File: config.mk
export PLATFORM = sky130hd
export DESIGN_NAME = fe
export DESIGN_NICKNAME = d
export VERILOG_FILES = /design/src/rtl/fe.sv
export SDC_FILE = /design/constraint.sdc
export NUM_CORES = 1
export LEC_CHECK = 0
export BUFFER_PORTS_ARGS = -buffer_cell sky130_fd_sc_hd__buf_2
export CORE_MARGIN = 1.5
export CORE_UTILIZATION = 45
export DETAILED_ROUTE_END_ITERATION = 16
export PLACE_DENSITY_LB_ADDON = 0.25
export SKIP_CTS_REPAIR_TIMING = 1
export SLEW_MARGIN = 15
export SYNTH_ARGS = -nofsm -noshare
export SYNTH_HDL_FRONTEND = slang
export SYNTH_SLANG_ARGS = --single-unit
File: constraint.sdc
create_clock -name i_clk -period 4.8 [get_ports i_clk]
set_input_delay 0.96 -clock i_clk [delete_from_list [all_inputs] [get_ports i_clk]]
set_output_delay 0.96 -clock i_clk [all_outputs]
set_load 0.02 [all_outputs]
File: src/rtl/fe.sv
// rtl/fe.sv - instruction fetch stage: PC register, IF/ID register, redirect and stall handling
//
// Purpose:
//   Holds the program counter, drives a combinational instruction memory read,
//   and captures the fetched word into the IF/ID register. Redirects:
//   execute-stage taken branch > decode hold > decode jal/jalr > sequential.
//
// Ports:
//   i_clk, i_rst                    clock, synchronous active-high reset
//   o_imem_raddr / i_imem_rdata     instruction memory read (data same cycle)
//   i_hold                          decode stall: freeze PC and IF/ID
//   i_jal, i_jalr, i_immediate,
//   i_jalr_rs1                      jump resolved in decode
//   i_branch_taken, i_branch_target taken branch resolved in execute
//   o_inst, o_pc, o_nxt_pc, o_vld   IF/ID register contents
//   o_flush                         squash request to decode (same cycle as branch)
//   o_stall_cnt, o_flush_cnt        performance counters
//
// Configuration:
//   FE_PERF_CNT_EN  defined: counters implemented; undefined: counters tied to 0.

module fe #(
    parameter logic [31:0] RESET_ADDR = 32'h00000000
) (
    input  logic        i_clk,
    input  logic        i_rst,
    output logic [31:0] o_imem_raddr,
    input  logic [31:0] i_imem_rdata,
    input  logic        i_hold,
    input  logic        i_jal,
    input  logic        i_jalr,
    input  logic [31:0] i_immediate,
    input  logic [31:0] i_jalr_rs1,
    input  logic        i_branch_taken,
    input  logic [31:0] i_branch_target,
    output logic [31:0] o_inst,
    output logic [31:0] o_pc,
    output logic [31:0] o_nxt_pc,
    output logic        o_vld,
    output logic        o_flush,
    output logic [31:0] o_stall_cnt,
    output logic [31:0] o_flush_cnt
);

    localparam logic [31:0] NOP = 32'h00000033;

    logic [31:0] pc_q,    pc_d;
    logic [31:0] inst_q,  inst_d;
    logic [31:0] idpc_q,  idpc_d;
    logic [31:0] nxt_q,   nxt_d;
    logic        vld_q,   vld_d;

    logic [31:0] pc_plus4;
    logic [31:0] jal_tgt;
    logic [31:0] jalr_tgt;
    logic        stall_ev;
    logic        bubble_ev;

    assign pc_plus4 = pc_q + 32'd4;
    // jal is relative to the instruction sitting in decode, i.e. the IF/ID pc
    assign jal_tgt  = idpc_q + i_immediate;
    assign jalr_tgt = (i_jalr_rs1 + i_immediate) & 32'hFFFFFFFE;

    // A held cycle swallows any jump; decode re-presents it after the hold
    assign stall_ev  = i_hold & ~i_branch_taken;
    assign bubble_ev = i_branch_taken | (~i_hold & (i_jal | i_jalr));

    always_comb begin
        pc_d   = pc_q;
        inst_d = inst_q;
        idpc_d = idpc_q;
        nxt_d  = nxt_q;
        vld_d  = vld_q;
        if (i_branch_taken) begin
            pc_d   = i_branch_target;
            inst_d = NOP;
            vld_d  = 1'b0;
        end else if (i_hold) begin
            pc_d = pc_q;
        end else if (i_jal) begin
            pc_d   = jal_tgt;
            inst_d = NOP;
            vld_d  = 1'b0;
        end else if (i_jalr) begin
            pc_d   = jalr_tgt;
            inst_d = NOP;
            vld_d  = 1'b0;
        end else begin
            pc_d   = pc_plus4;
            inst_d = i_imem_rdata;
            idpc_d = pc_q;
            nxt_d  = pc_plus4;
            vld_d  = 1'b1;
        end
    end

    always_ff @(posedge i_clk) begin
        if (i_rst) begin
            pc_q   <= RESET_ADDR;
            inst_q <= NOP;
            idpc_q <= 32'd0;
            nxt_q  <= 32'd0;
            vld_q  <= 1'b0;
        end else begin
            pc_q   <= pc_d;
            inst_q <= inst_d;
            idpc_q <= idpc_d;
            nxt_q  <= nxt_d;
            vld_q  <= vld_d;
        end
    end

`ifdef FE_PERF_CNT_EN
    logic [31:0] stall_cnt_q;
    logic [31:0] flush_cnt_q;

    always_ff @(posedge i_clk) begin
        if (i_rst) begin
            stall_cnt_q <= 32'd0;
            flush_cnt_q <= 32'd0;
        end else begin
            if (stall_ev)  stall_cnt_q <= stall_cnt_q + 32'd1;
            if (bubble_ev) flush_cnt_q <= flush_cnt_q + 32'd1;
        end
    end

    assign o_stall_cnt = stall_cnt_q;
    assign o_flush_cnt = flush_cnt_q;
`else
    logic unused_ev;
    assign unused_ev   = stall_ev ^ bubble_ev;
    assign o_stall_cnt = 32'd0;
    assign o_flush_cnt = 32'd0;
`endif

    assign o_imem_raddr = pc_q;
    assign o_flush      = i_branch_taken;
    assign o_inst       = inst_q;
    assign o_pc         = idpc_q;
    assign o_nxt_pc     = nxt_q;
    assign o_vld        = vld_q;

endmodule

==> summary.md, run 1 <==
| Metric | Value |
|---|---|
| Status | finished clean |
| Largest family of logic cells by synthesized area | compound AO/OA/AOI/OAI gates |
| Vias post-DR | 10700 |
| H-tree depth | 4 |
| Die ar. | 23000 um2 |
| Fmax | between 200 and 300 MHz |
| GRT overflow | 0 |
| Number of synthesized flops with an enable pin | 0 |
| Pre-antenna DRT Iters | 6 |
| PwrDens | 281 nW/um2 |
| Highest Signal Layer | met4 |
| Remaining antenna violation count | 0 |
| Fill cells | around 2200 |
| Critical-path cell list | buf_2, ha_1, fa_1, a211oi_1, nor2_1, o211ai_1, a21oi_1, or2_1, o41ai_4, mux2i_1, o31a_1 |
| Residual DRC count | 0 |
| Tot GR Track Use | 0.305 |
| Met3 WL | roughly 2.7 mm |
| CP required | 5120 ps |
| GP Congestion | 1.01 |
| Port bufs | 263 |
| Post-synth top area share | 0.255 |
| Die X | 152 um |
| Clock network fraction of total power | 0.413 |
| N_diodes | 0 |
| Share of cells above drive strength 1 | 0.206 |
| Pint | 0.00219 W |
| CP arrival | 3740 ps |
| Vias in the first global route | 9607 |
| Clock skew | between 9 and 10 ps |
| Final hold vios | 0 |
| Count of different cell masters after synthesis | 65 |
| RSZ-0062 raised after global routing | no |
| CTS max path bufs | 2 |
| Post-synthesis instance total | 1358 |
| Switch Pwr | 0.00111 W |
| Initial core utilization | 0.458 |
| Compound-gate portion of the synthesized area | 0.276 |
| Final Setup Violations | 0 |
| Critical Path Source Type | input port |
| WL final | 36.3 mm |
| Yosys warns | 0 |
| # IOs | 328 |
| First-pass GRT wire length | ~53 mm |
| Skew-Pair Late Insertion Delay | 430 ps |
| Post-synthesis adder-cell area fraction | 0.0819 |
| Critical Path Slowest Stage Cell | fa_1 |
| M1 wire length | roughly 15 mm |
| CP Class | input port to flop |
| Initial antenna violation count | 0 |
| Switching share of total power | 0.336 |
| Syn avg cell area | 7.33 um2 |
| P_leak | 5.40 nW |
| Slowest cell delay on critical path | 440 ps |
| Placeable Area | 21800 um2 |
| Crit. End Element | flop |
| Peak supply drop | 0.000244 V |
| Largest net degree at the start of global routing | 66 |
| Area contributors post-synth | dfxtp_1, a21oi_1, ha_1, nor2_1, nand2_1 |
| Kind of path behind the tightest hold check | flop to flop |
| Post-synthesis async set-or-reset flop share | 0 |
| Worst Tran Pin Value | 896 ps |
| #FFs+latches synth | 127 |
| Worst slew margin | 0.402 |
| Setup TNS | 0 ps |
| Max Cap Violations | 0 |
| Final HPWL DP | 28.3 mm |
| Area grow syn2layout | 18.1% |
| Final max-slew violation count | 0 |
| CTS root buffer | clkbuf_16 |
| Die height | ~150 um |
| Multiplexer share of the synthesized area | 0.0122 |
| Crit share post-route | 0.712 |
| Reg clk slew, reported paths | 70 ps |
| Wirelength per Cell | 19.5 um |
| Final Critical Period | 3420 ps |
| Simple-Gate Fraction of Synth Area | 0.225 |
| Std-Cell Rows | 54 |
| Sequential area share after synthesis | 0.255 |
| Sequential share of power | 0.347 |
| CTS tree | yes |
| Synth Flop Type | dfxtp_1 |
| Synth Cell Area | 9960 um2 |
| Crit-path max FO | 4 |
| Logic pwr share | 0.240 |
| Via density | just under 6 |
| Clock sinks | ~130 |
| Final nets | about 1800 |
| Synth Area in XOR/XNOR | 0.0536 |
| TritonCTS Buffers | 17 |
| Met2 wire len | between 15 and 20 mm |
| Tot Pwr | 0.00330 W |
| Area leader, netlist | dfxtp_1 |
| DRT iter0 DRCs | 810 |
critical path, delay by kind of cell:
kind	cells	cell delay (ps)
muxes	1	120
buffers and inverters	1	110
and+or+nand+nor	2	390
adders and majority gates	2	670
AOI/OAI and AO/OA	5	1490
synth_stat cells (5+ instances only):
master,instances
o22ai_1,5
buf_1,12
buf_4,70
nor2b_1,5
clkbuf_1,69
nand2b_1,10
and4_1,6
a31oi_1,8
nor3_1,36
o2111ai_1,5
and3_1,46
nand3_1,29
or3_1,13
a21oi_1,168
a2111oi_0,6
a22oi_1,7
o21ai_0,55
inv_1,31
a211oi_1,44
a221oi_1,7
o21bai_1,8
nand4_1,22
nor2_1,147
a311oi_1,6
and2_1,11
o21a_1,16
xnor2_1,41
xor2_1,20
o221ai_1,5
a21o_1,31
dfxtp_1,127
o31ai_1,5
nand2_1,145
o211ai_1,13
mux2i_1,11
ha_1,62
worst paths after layout:
kind / from / endpoint / slack [ps] / cells past startpoint
max: i_immediate[0] / o_imem_raddr[28]$_SDFFE_PP0P_ / 1380 / 11
min: o_nxt_pc[3]$_SDFFE_PP0P_ / o_nxt_pc[3]$_SDFFE_PP0P_ / 470 / 2
max reg2reg: o_pc[0]$_SDFFE_PP0P_ / o_imem_raddr[28]$_SDFFE_PP0P_ / 1660 / 10
min reg2reg: o_nxt_pc[3]$_SDFFE_PP0P_ / o_nxt_pc[3]$_SDFFE_PP0P_ / 470 / 2
through the flow:
stage,std cells,worst slack [ps],util,instance area [um2],hold WS (ps)
5_1_grt,1857,1070,0.541,11800,495
4_1_cts,1857,1410,0.541,11800,468
3_3_place_gp,1825,982,0.513,11200,448
3_5_place_dp,1825,965,0.513,11200,456
2_1_floorplan,1421,1400,-,10200,442
6_report,1857,1380,0.541,11800,469
cell usage in the layout, fill, tap and decap left out, types with 41 or more instances in the layout:
master	Yosys	final
buf_2	2	263
a21oi_1	168	168
nand2_1	145	145
nor2_1	147	145
dfxtp_1	127	127
conb_1	1	64
ha_1	62	62
o21ai_0	55	55
and3_1	46	46
a211oi_1	44	44
xnor2_1	41	41
power by group through the flow:
stage / Combinational, W / Sequential (W) / Clock (W)
2_1_floorplan: 0.000531 / 0.00119 / 0
3_3_place_gp: 0.000782 / 0.00117 / 0
3_5_place_dp: 0.000781 / 0.00117 / 0
4_1_cts: 0.000785 / 0.00114 / 0.00137
5_1_grt: 0.000861 / 0.00115 / 0.00141
6_report: 0.000793 / 0.00114 / 0.00136
registers in the layout (all words and copies together), names as in the netlist:
name / count
o_vld: 1
o_nxt_pc: 30
o_pc: 32
o_inst: 32
o_imem_raddr: 32
logic make-up after synthesis:
family	Yosys count
buffers and inverters	184
DFF	127
adders and majority gates	64
muxes	12
other	1
xor gates and xnor gates	61
and+or+nand+nor	484
AOI/OAI and AO/OA	425
layer usage:
metal | track usage | up-vias
met3 | 0.0578 | 88
li1 | - | 5175
met1 | 0.372 | 4975
met2 | 0.510 | 466
met4 | 0.155 | 0
met5 | 0 | -
cell type report:
| type | count | area [um2] | share of cell area |
|---|---|---|---|
| well taps | 280 | 350 | 0.0298 |
| inverters | 31 | 116 | 0.00989 |
| clock buffers | 17 | 425 | 0.0362 |
| clock inverters | 15 | 183 | 0.0155 |
| multi-input cells | 1110 | 6710 | 0.570 |
| repair buffers | 277 | 1430 | 0.122 |
| flip-flops and latches | 127 | 2540 | 0.216 |
Note: power is estimated with default switching activity, not from simulation.
==> inputs of run 2 (changes only) <==
--- a/config.mk
+++ b/config.mk
@@ -5,6 +5,7 @@
 export SDC_FILE = /design/constraint.sdc
 export NUM_CORES = 1
 export LEC_CHECK = 0
+export ABC_AREA = 1
 export BUFFER_PORTS_ARGS = -buffer_cell sky130_fd_sc_hd__buf_2
 export CORE_MARGIN = 1.5
 export CORE_UTILIZATION = 45
==> constraint.sdc (replaced) <==
create_clock -name i_clk -period 3.34 [get_ports i_clk]
set_input_delay 0.668 -clock i_clk [delete_from_list [all_inputs] [get_ports i_clk]]
set_output_delay 0.668 -clock i_clk [all_outputs]
set_load 0.02 [all_outputs]
==> run 2 against run 1 <==
Against the previous run:
- synthesized cell count grew 35%
- worst setup slack lost 580 ps
- count of clock-buffer cells in the layout grew 2
- critical path depth grew 4
- utilization grew 0.15 points
- via count grew 18%
- worst hold slack lost 19 ps
- critical path type unchanged
- largest cell class unchanged
- largest power group unchanged
==> summary.md, run 2 <==
| Metric | Value |
|---|---|
| Count of different cell masters after synthesis | 47 |
| Sequential share of power | 0.351 |
| Worst R2R Start | o_pc[17]$_SDFFE_PP0P_ |
| Setup TNS | 0 ps |
| Wirelength per Cell | roughly 17 um |
| CP Class | input port to flop |
| # IOs | 328 |
| Final Critical Period | 2540 ps |
| Placeable Area | about 23000 um2 |
| FF-to-FF End | o_imem_raddr[20]$_SDFFE_PP0P_ |
| Syn avg cell area | ~5.9 um2 |
| Sequential area share after synthesis | 0.236 |
| Initial core utilization | 0.459 |
| Post-synth top area share | 0.236 |
| Die height | between 150 and 200 um |
| DRT iter0 DRCs | 1234 |
| Clock network fraction of total power | 0.384 |
| CTS root buffer | clkbuf_16 |
| Grt peak-use layer | met2 |
| H-tree depth | 4 |
| P_leak | 7.00 nW |
| Yosys warns | 0 |
| Crit-path max FO | 5 |
| Largest net degree at the start of global routing | 56 |
| Final max-slew violation count | 0 |
| Most frequent cells in the layout | nand2_1, buf_2, inv_1 |
| Reg2reg setup slack | 850 ps |
| Die X | between 150 and 200 um |
| Std-Cell Rows | 56 |
| Count leader, synth | nand2_1 |
| Clock sinks | 127 |
| Synth Flop Type | dfxtp_1 |
| Critical Path Source Type | input port |
| Area contributors post-synth | dfxtp_1, nand2_1, inv_1, a21oi_1, ha_1 |
| Final Setup Violations | 0 |
| Switching share of total power | 0.360 |
| Cells on Worst Hold Path | 3 |
| Final hold vios | 0 |
| #FFs+latches synth | between 100 and 150 |
| Peak supply drop | 0.000387 V |
| Vias post-DR | 12600 |
| Initial antenna violation count | 1 |
| Logic pwr share | 0.265 |
| Via density | 5.23 |
| Residual DRC count | 0 |
| Area grow syn2layout | 18.0% |
| Port bufs | approximately 260 |
| Area leader, netlist | dfxtp_1 |
| Pint | between 0.003 and 0.004 W |
| Commonest non-fill, non-tap cell in the layout | nand2_1 |
| GR Layer Usage met2 | 0.530 |
| Share of cells above drive strength 1 | 0.163 |
| Kind of path behind the tightest hold check | input port to flop |
| GRT overflow | 0 |
| Fmax | 393 MHz |
| Hold path endpoint | o_inst[0]$_SDFFE_PP1N_ |
| CP required | ~3700 ps |
| CP arrival | 2870 ps |
| CTS max path bufs | 2 |
| WL final | 40.2 mm |
| Met3 usage | 0.0468 |
| Tot Pwr | 0.00473 W |
| Final core utilization | 0.542 |
| TritonCTS Buffers | 17 |
| First-pass GRT wire length | 60.4 mm |
| Final HPWL DP | 32.6 mm |
| Tot GR Track Use | 0.318 |
| PwrDens | ~370 nW/um2 |
| Worst-case reg-to-reg path depth | 10 |
| Worst slew margin | 0.590 |
| Post-synthesis instance total | between 1500 and 2000 |
| Final nets | 2272 |
| N_diodes | 0 |
| Pre-antenna DRT Iters | 6 |
| Number of synthesized flops with an enable pin | 0 |
| Clock skew | 13.5 ps |
| Max Cap Violations | 0 |
| CTS tree | yes |
| Crit. End Element | flop |
| Status | finished clean |
| GP Congestion | 0.993 |
| RSZ-0062 raised after global routing | no |
| Post-synth top cells | nand2_1, inv_1, a21oi_1 |
| Final WS setup | 796 ps |
| Post-synthesis async set-or-reset flop share | 0 |
| Skew-Pair Late Insertion Delay | 430 ps |
| Fill cells | around 2500 |
| Die ar. | between 20000 and 25000 um2 |
| Crit share post-route | 0.762 |
| Remaining antenna violation count | 0 |
| Synth Cell Area | ~11000 um2 |
| Reg clk slew, reported paths | about 60 ps |
| Met1 usage | 0.418 |
| Switch Pwr | approximately 0.0017 W |
| Min-Delay Startpoint | i_imem_rdata[0] |
| Place WS | 516 ps |
| Vias in the first global route | 11100 |
| Worst Tran Pin Value | 615 ps |
==> run 2: changes by cell type in the layout (fill, tap and decap cells not counted), moves of 44 or more <==
cell | before | now
a211oi_1 | 44 | 0
and3_1 | 46 | 2
inv_1 | 31 | 253
nand2_1 | 145 | 536
nand3_1 | 29 | 129
o21ai_0 | 55 | 109
==> run 2: layout make-up <==
type                       count  area (um2)  area share
multi-input combinational   1384        6770       0.532
sequential                   127        2540       0.200
timing repair buffer         280        1440       0.113
inverter                     264         991      0.0779
clock buffer                  19         443      0.0348
tap                          319         399      0.0314
clock inverter                13         129      0.0101
==> run 2: logic make-up (layout without fill, tap and decap cells) <==
group / count (synthesis) / after routing / share of synthesized area
simple gates: 917 / 917 / 0.356
buf+inv: 382 / 576 / 0.158
compound gates: 319 / 319 / 0.157
flops: 127 / 127 / 0.236
fa+ha+maj: 64 / 64 / 0.0756
xor+xnor: 20 / 20 / 0.0162
other cells: 1 / 64 / 0.000348
==> run 2: how the worst max path moves through the flow <==
| stage | from | endpoint | slack, ps | cells after the start |
|---|---|---|---|---|
| 3_5_place_dp | i_immediate[1] | o_imem_raddr[28]$_SDFFE_PP0P_ | 520 | 15 |
| 6_report | i_immediate[1] | o_imem_raddr[28]$_SDFFE_PP0P_ | 800 | 15 |
| 4_1_cts | o_pc[17]$_SDFFE_PP0P_ | o_imem_raddr[20]$_SDFFE_PP0P_ | 930 | 10 |
| 2_1_floorplan | i_immediate[0] | o_imem_raddr[28]$_SDFFE_PP0P_ | 1040 | 13 |
| 3_3_place_gp | i_immediate[1] | o_imem_raddr[28]$_SDFFE_PP0P_ | 510 | 15 |
| 5_1_grt | i_immediate[1] | o_imem_raddr[28]$_SDFFE_PP0P_ | 630 | 15 |
==> run 2: power by group through the flow <==
| stage | clock (W) | sequential [W] | combinational, W |
|---|---|---|---|
| after detailed placement | 0 | 0.00169 | 0.00123 |
| after floorplan | 0 | 0.00173 | 0.000818 |
| after global routing | 0.00190 | 0.00166 | 0.00139 |
| after global placement | 0 | 0.00169 | 0.00122 |
| after CTS | 0.00183 | 0.00165 | 0.00124 |
| final | 0.00181 | 0.00166 | 0.00125 |
==> run 2: metrics by stage <==
step           cells  hold slack, ps  area [um2]
4_1_cts         2406             445       12700
5_1_grt         2406             470       12700
3_5_place_dp    2374             454       12200
3_3_place_gp    2374             449       12200
2_1_floorplan   1893             474       11000
6_report        2406             451       12700
==> run 2: worst max-delay path, cell delays in order <==
cell and delay (ps):
buf_2 140, inv_1 70, fa_1 420, inv_1 120, a31oi_1 130, o21bai_1 430
nand2_1 190, nand2_1 160, nand2_1 110, nand2_1 70, nand2_1 50, nand3_1 140
nand3_1 90, nand2_1 60, inv_1 30
==> run 2: per-layer routing <==
metal,vias up,wire length [um]
li1,6237,-
met5,-,15
met2,628,18600
met4,2,1200
met1,5649,17000
met3,68,3410
==> inputs of run 3 (changes only) <==
==> constraint.sdc (replaced) <==
create_clock -name i_clk -period 2.6 [get_ports i_clk]
set_input_delay 0.52 -clock i_clk [delete_from_list [all_inputs] [get_ports i_clk]]
set_output_delay 0.52 -clock i_clk [all_outputs]
set_load 0.02 [all_outputs]
==> run 3 against run 2 <==
Against the previous run:
- utilization is 1.0 points higher
- via count is 0.79% higher
- sequential share of layout area is 0.36 points lower
- sequential power is 28% higher
- clock power is 28% higher
- global-route usage is 0.51 points higher
- final cell count is 1.3% higher
- worst setup slack worse by 500 ps
- total power is 29% higher
- largest cell class unchanged
- largest power group unchanged
==> summary.md, run 3 (same netlist as run 2, synthesis figures left out) <==
| Metric | Value |
|---|---|
| CP required | 2970 ps |
| Design area | 13000 um2 |
| CP arrival | 2680 ps |
| Wirelength per Cell | 16.6 um |
| Vias post-DR | 12700 |
| Cells on Worst Hold Path | 3 |
| Clock sinks | 127 |
| Largest net degree at the start of global routing | between 70 and 80 |
| Vias in the first global route | about 11000 |
| Initial core utilization | 0.459 |
| Share of cells above drive strength 1 | 0.176 |
| Peak supply drop | 0.000467 V |
| CTS tree | yes |
| Final Critical Period | 2300 ps |
| Via density | between 5 and 6 |
| Kind of path behind the tightest hold check | input port to flop |
| Residual DRC count | 0 |
| Sequential share of power | 0.348 |
| H-tree depth | 4 |
| Reg clk slew, reported paths | 70 ps |
| # IOs | 328 |
| Die X | 158 um |
| Status | finished clean |
| Fmax | 434 MHz |
| Crit-path max FO | 5 |
| CP dominant cell by count | nand2_1 |
| Critical-path cell list | ha_1, fa_1, nand2_1, nand2_1, nand3b_1, nand2_1, nand2_1, nand2_1, nand2_1, nand2_1, nand2_1, nand2_1, nand2_1, nand3_1, nand3_1, nand2_1, inv_1 |
| First-pass GRT wire length | 61.3 mm |
| Clock network fraction of total power | 0.380 |
| DP Area | 12400 um2 |
| Crit share post-route | 0.887 |
| Pint | 0.00389 W |
| Clock skew | 17.4 ps |
| TritonCTS Buffers | 17 |
| Switch Pwr | ~0.0022 W |
| CP Class | flop to flop |
| Final nets | 2303 |
| Final max-slew violation count | 0 |
| Highest Signal Layer | met5 |
| Skew-Pair Late Insertion Delay | 440 ps |
| Pre-antenna DRT Iters | 5 |
| Area grow syn2layout | 20.2% |
| Tot GR Track Use | 0.323 |
| Critical Path Slowest Stage Cell | fa_1 |
| Slowest cell delay on critical path | 420 ps |
| Worst-case reg-to-reg path depth | 17 |
| Logic pwr share | 0.273 |
| Max Cap Violations | 0 |
| RSZ-0062 raised after global routing | no |
| DRT iter0 DRCs | 1168 |
| Port bufs | 263 |
| GRT overflow | 0 |
| Final hold vios | 0 |
| Std-Cell Rows | 56 |
| Die height | 158 um |
| Final core utilization | 0.552 |
| CTS root buffer | clkbuf_16 |
| Fill cells | roughly 2500 |
| Final Setup Violations | 0 |
| Setup TNS | 0 ps |
| Met2 wire len | 18.2 mm |
| Crit. End Element | flop |
| Commonest non-fill, non-tap cell in the layout | nand2_1 |
| M1 wire length | 17.1 mm |
| Critical Path Source Type | flop |
| WL final | 40.4 mm |
| PwrDens | roughly 470 nW/um2 |
| Reg2reg setup slack | 300 ps |
| Met3 WL | approximately 3.5 mm |
| Initial antenna violation count | 1 |
| Placeable Area | approximately 23000 um2 |
| Die ar. | 24900 um2 |
| Most frequent cells in the layout | nand2_1, buf_2, inv_1 |
| Final HPWL DP | 32.8 mm |
| CTS max path bufs | 2 |
| Worst slew margin | 0.548 |
| P_leak | between 7 and 8 nW |
| N_diodes | 0 |
| Worst Tran Pin Value | 674 ps |
| GP Congestion | 0.959 |
| Switching share of total power | 0.362 |
| Remaining antenna violation count | 0 |
-- run 3: final cells by class --
cell class | count | area (um2) | area share
Tap cell | 319 | 399 | 0.0308
Clock buffer | 18 | 429 | 0.0331
Timing Repair Buffer | 311 | 1690 | 0.130
Clock inverter | 14 | 134 | 0.0103
Sequential cell | 127 | 2540 | 0.196
Inverter | 264 | 991 | 0.0765
Multi-Input combinational cell | 1384 | 6770 | 0.523
-- run 3: stage by stage --
step           hold slack, ps  cells  total power, W  setup WS [ps]
6_report                  302   2437         0.00610            295
5_1_grt                   299   2437         0.00639           67.7
4_1_cts                   293   2437         0.00608            249
3_5_place_dp              456   2405         0.00379          -24.4
3_3_place_gp              448   2405         0.00377           39.4
2_1_floorplan             474   1893         0.00327            444
-- run 3: per-layer routing --
layer,vias to the layer above,GRT usage
li1,6310,-
met1,5675,0.419
met2,626,0.529
met3,71,0.0550
met4,2,0.132
met5,-,0
-- run 3: power groups by stage --
stage                     sequential [W]  combinational, W  clock, W
final                            0.00212           0.00166   0.00231
after global routing             0.00212           0.00184   0.00242
after CTS                        0.00212           0.00164   0.00233
after detailed placement         0.00216           0.00163         0
after global placement           0.00216           0.00162         0
after floorplan                  0.00222           0.00105         0
-- run 3: worst max-delay path: cells and delay by family, from the launching register on --
kind / cells / cell delay, ps
buffers and inverters: 1 / 50
adder cells (fa/ha/maj): 2 / 650
flip-flops: 1 / 350
AND/OR/NAND/NOR: 14 / 1190
-- run 3: worst paths after layout --
path	endpoint	startpoint
max	o_imem_raddr[26]$_SDFFE_PP0P_	o_pc[0]$_SDFFE_PP0P_
max reg2reg	o_imem_raddr[26]$_SDFFE_PP0P_	o_pc[0]$_SDFFE_PP0P_
min reg2reg	o_inst[23]$_SDFFE_PP0N_	o_inst[23]$_SDFFE_PP0N_
min	o_inst[5]$_SDFFE_PP1N_	i_imem_rdata[5]
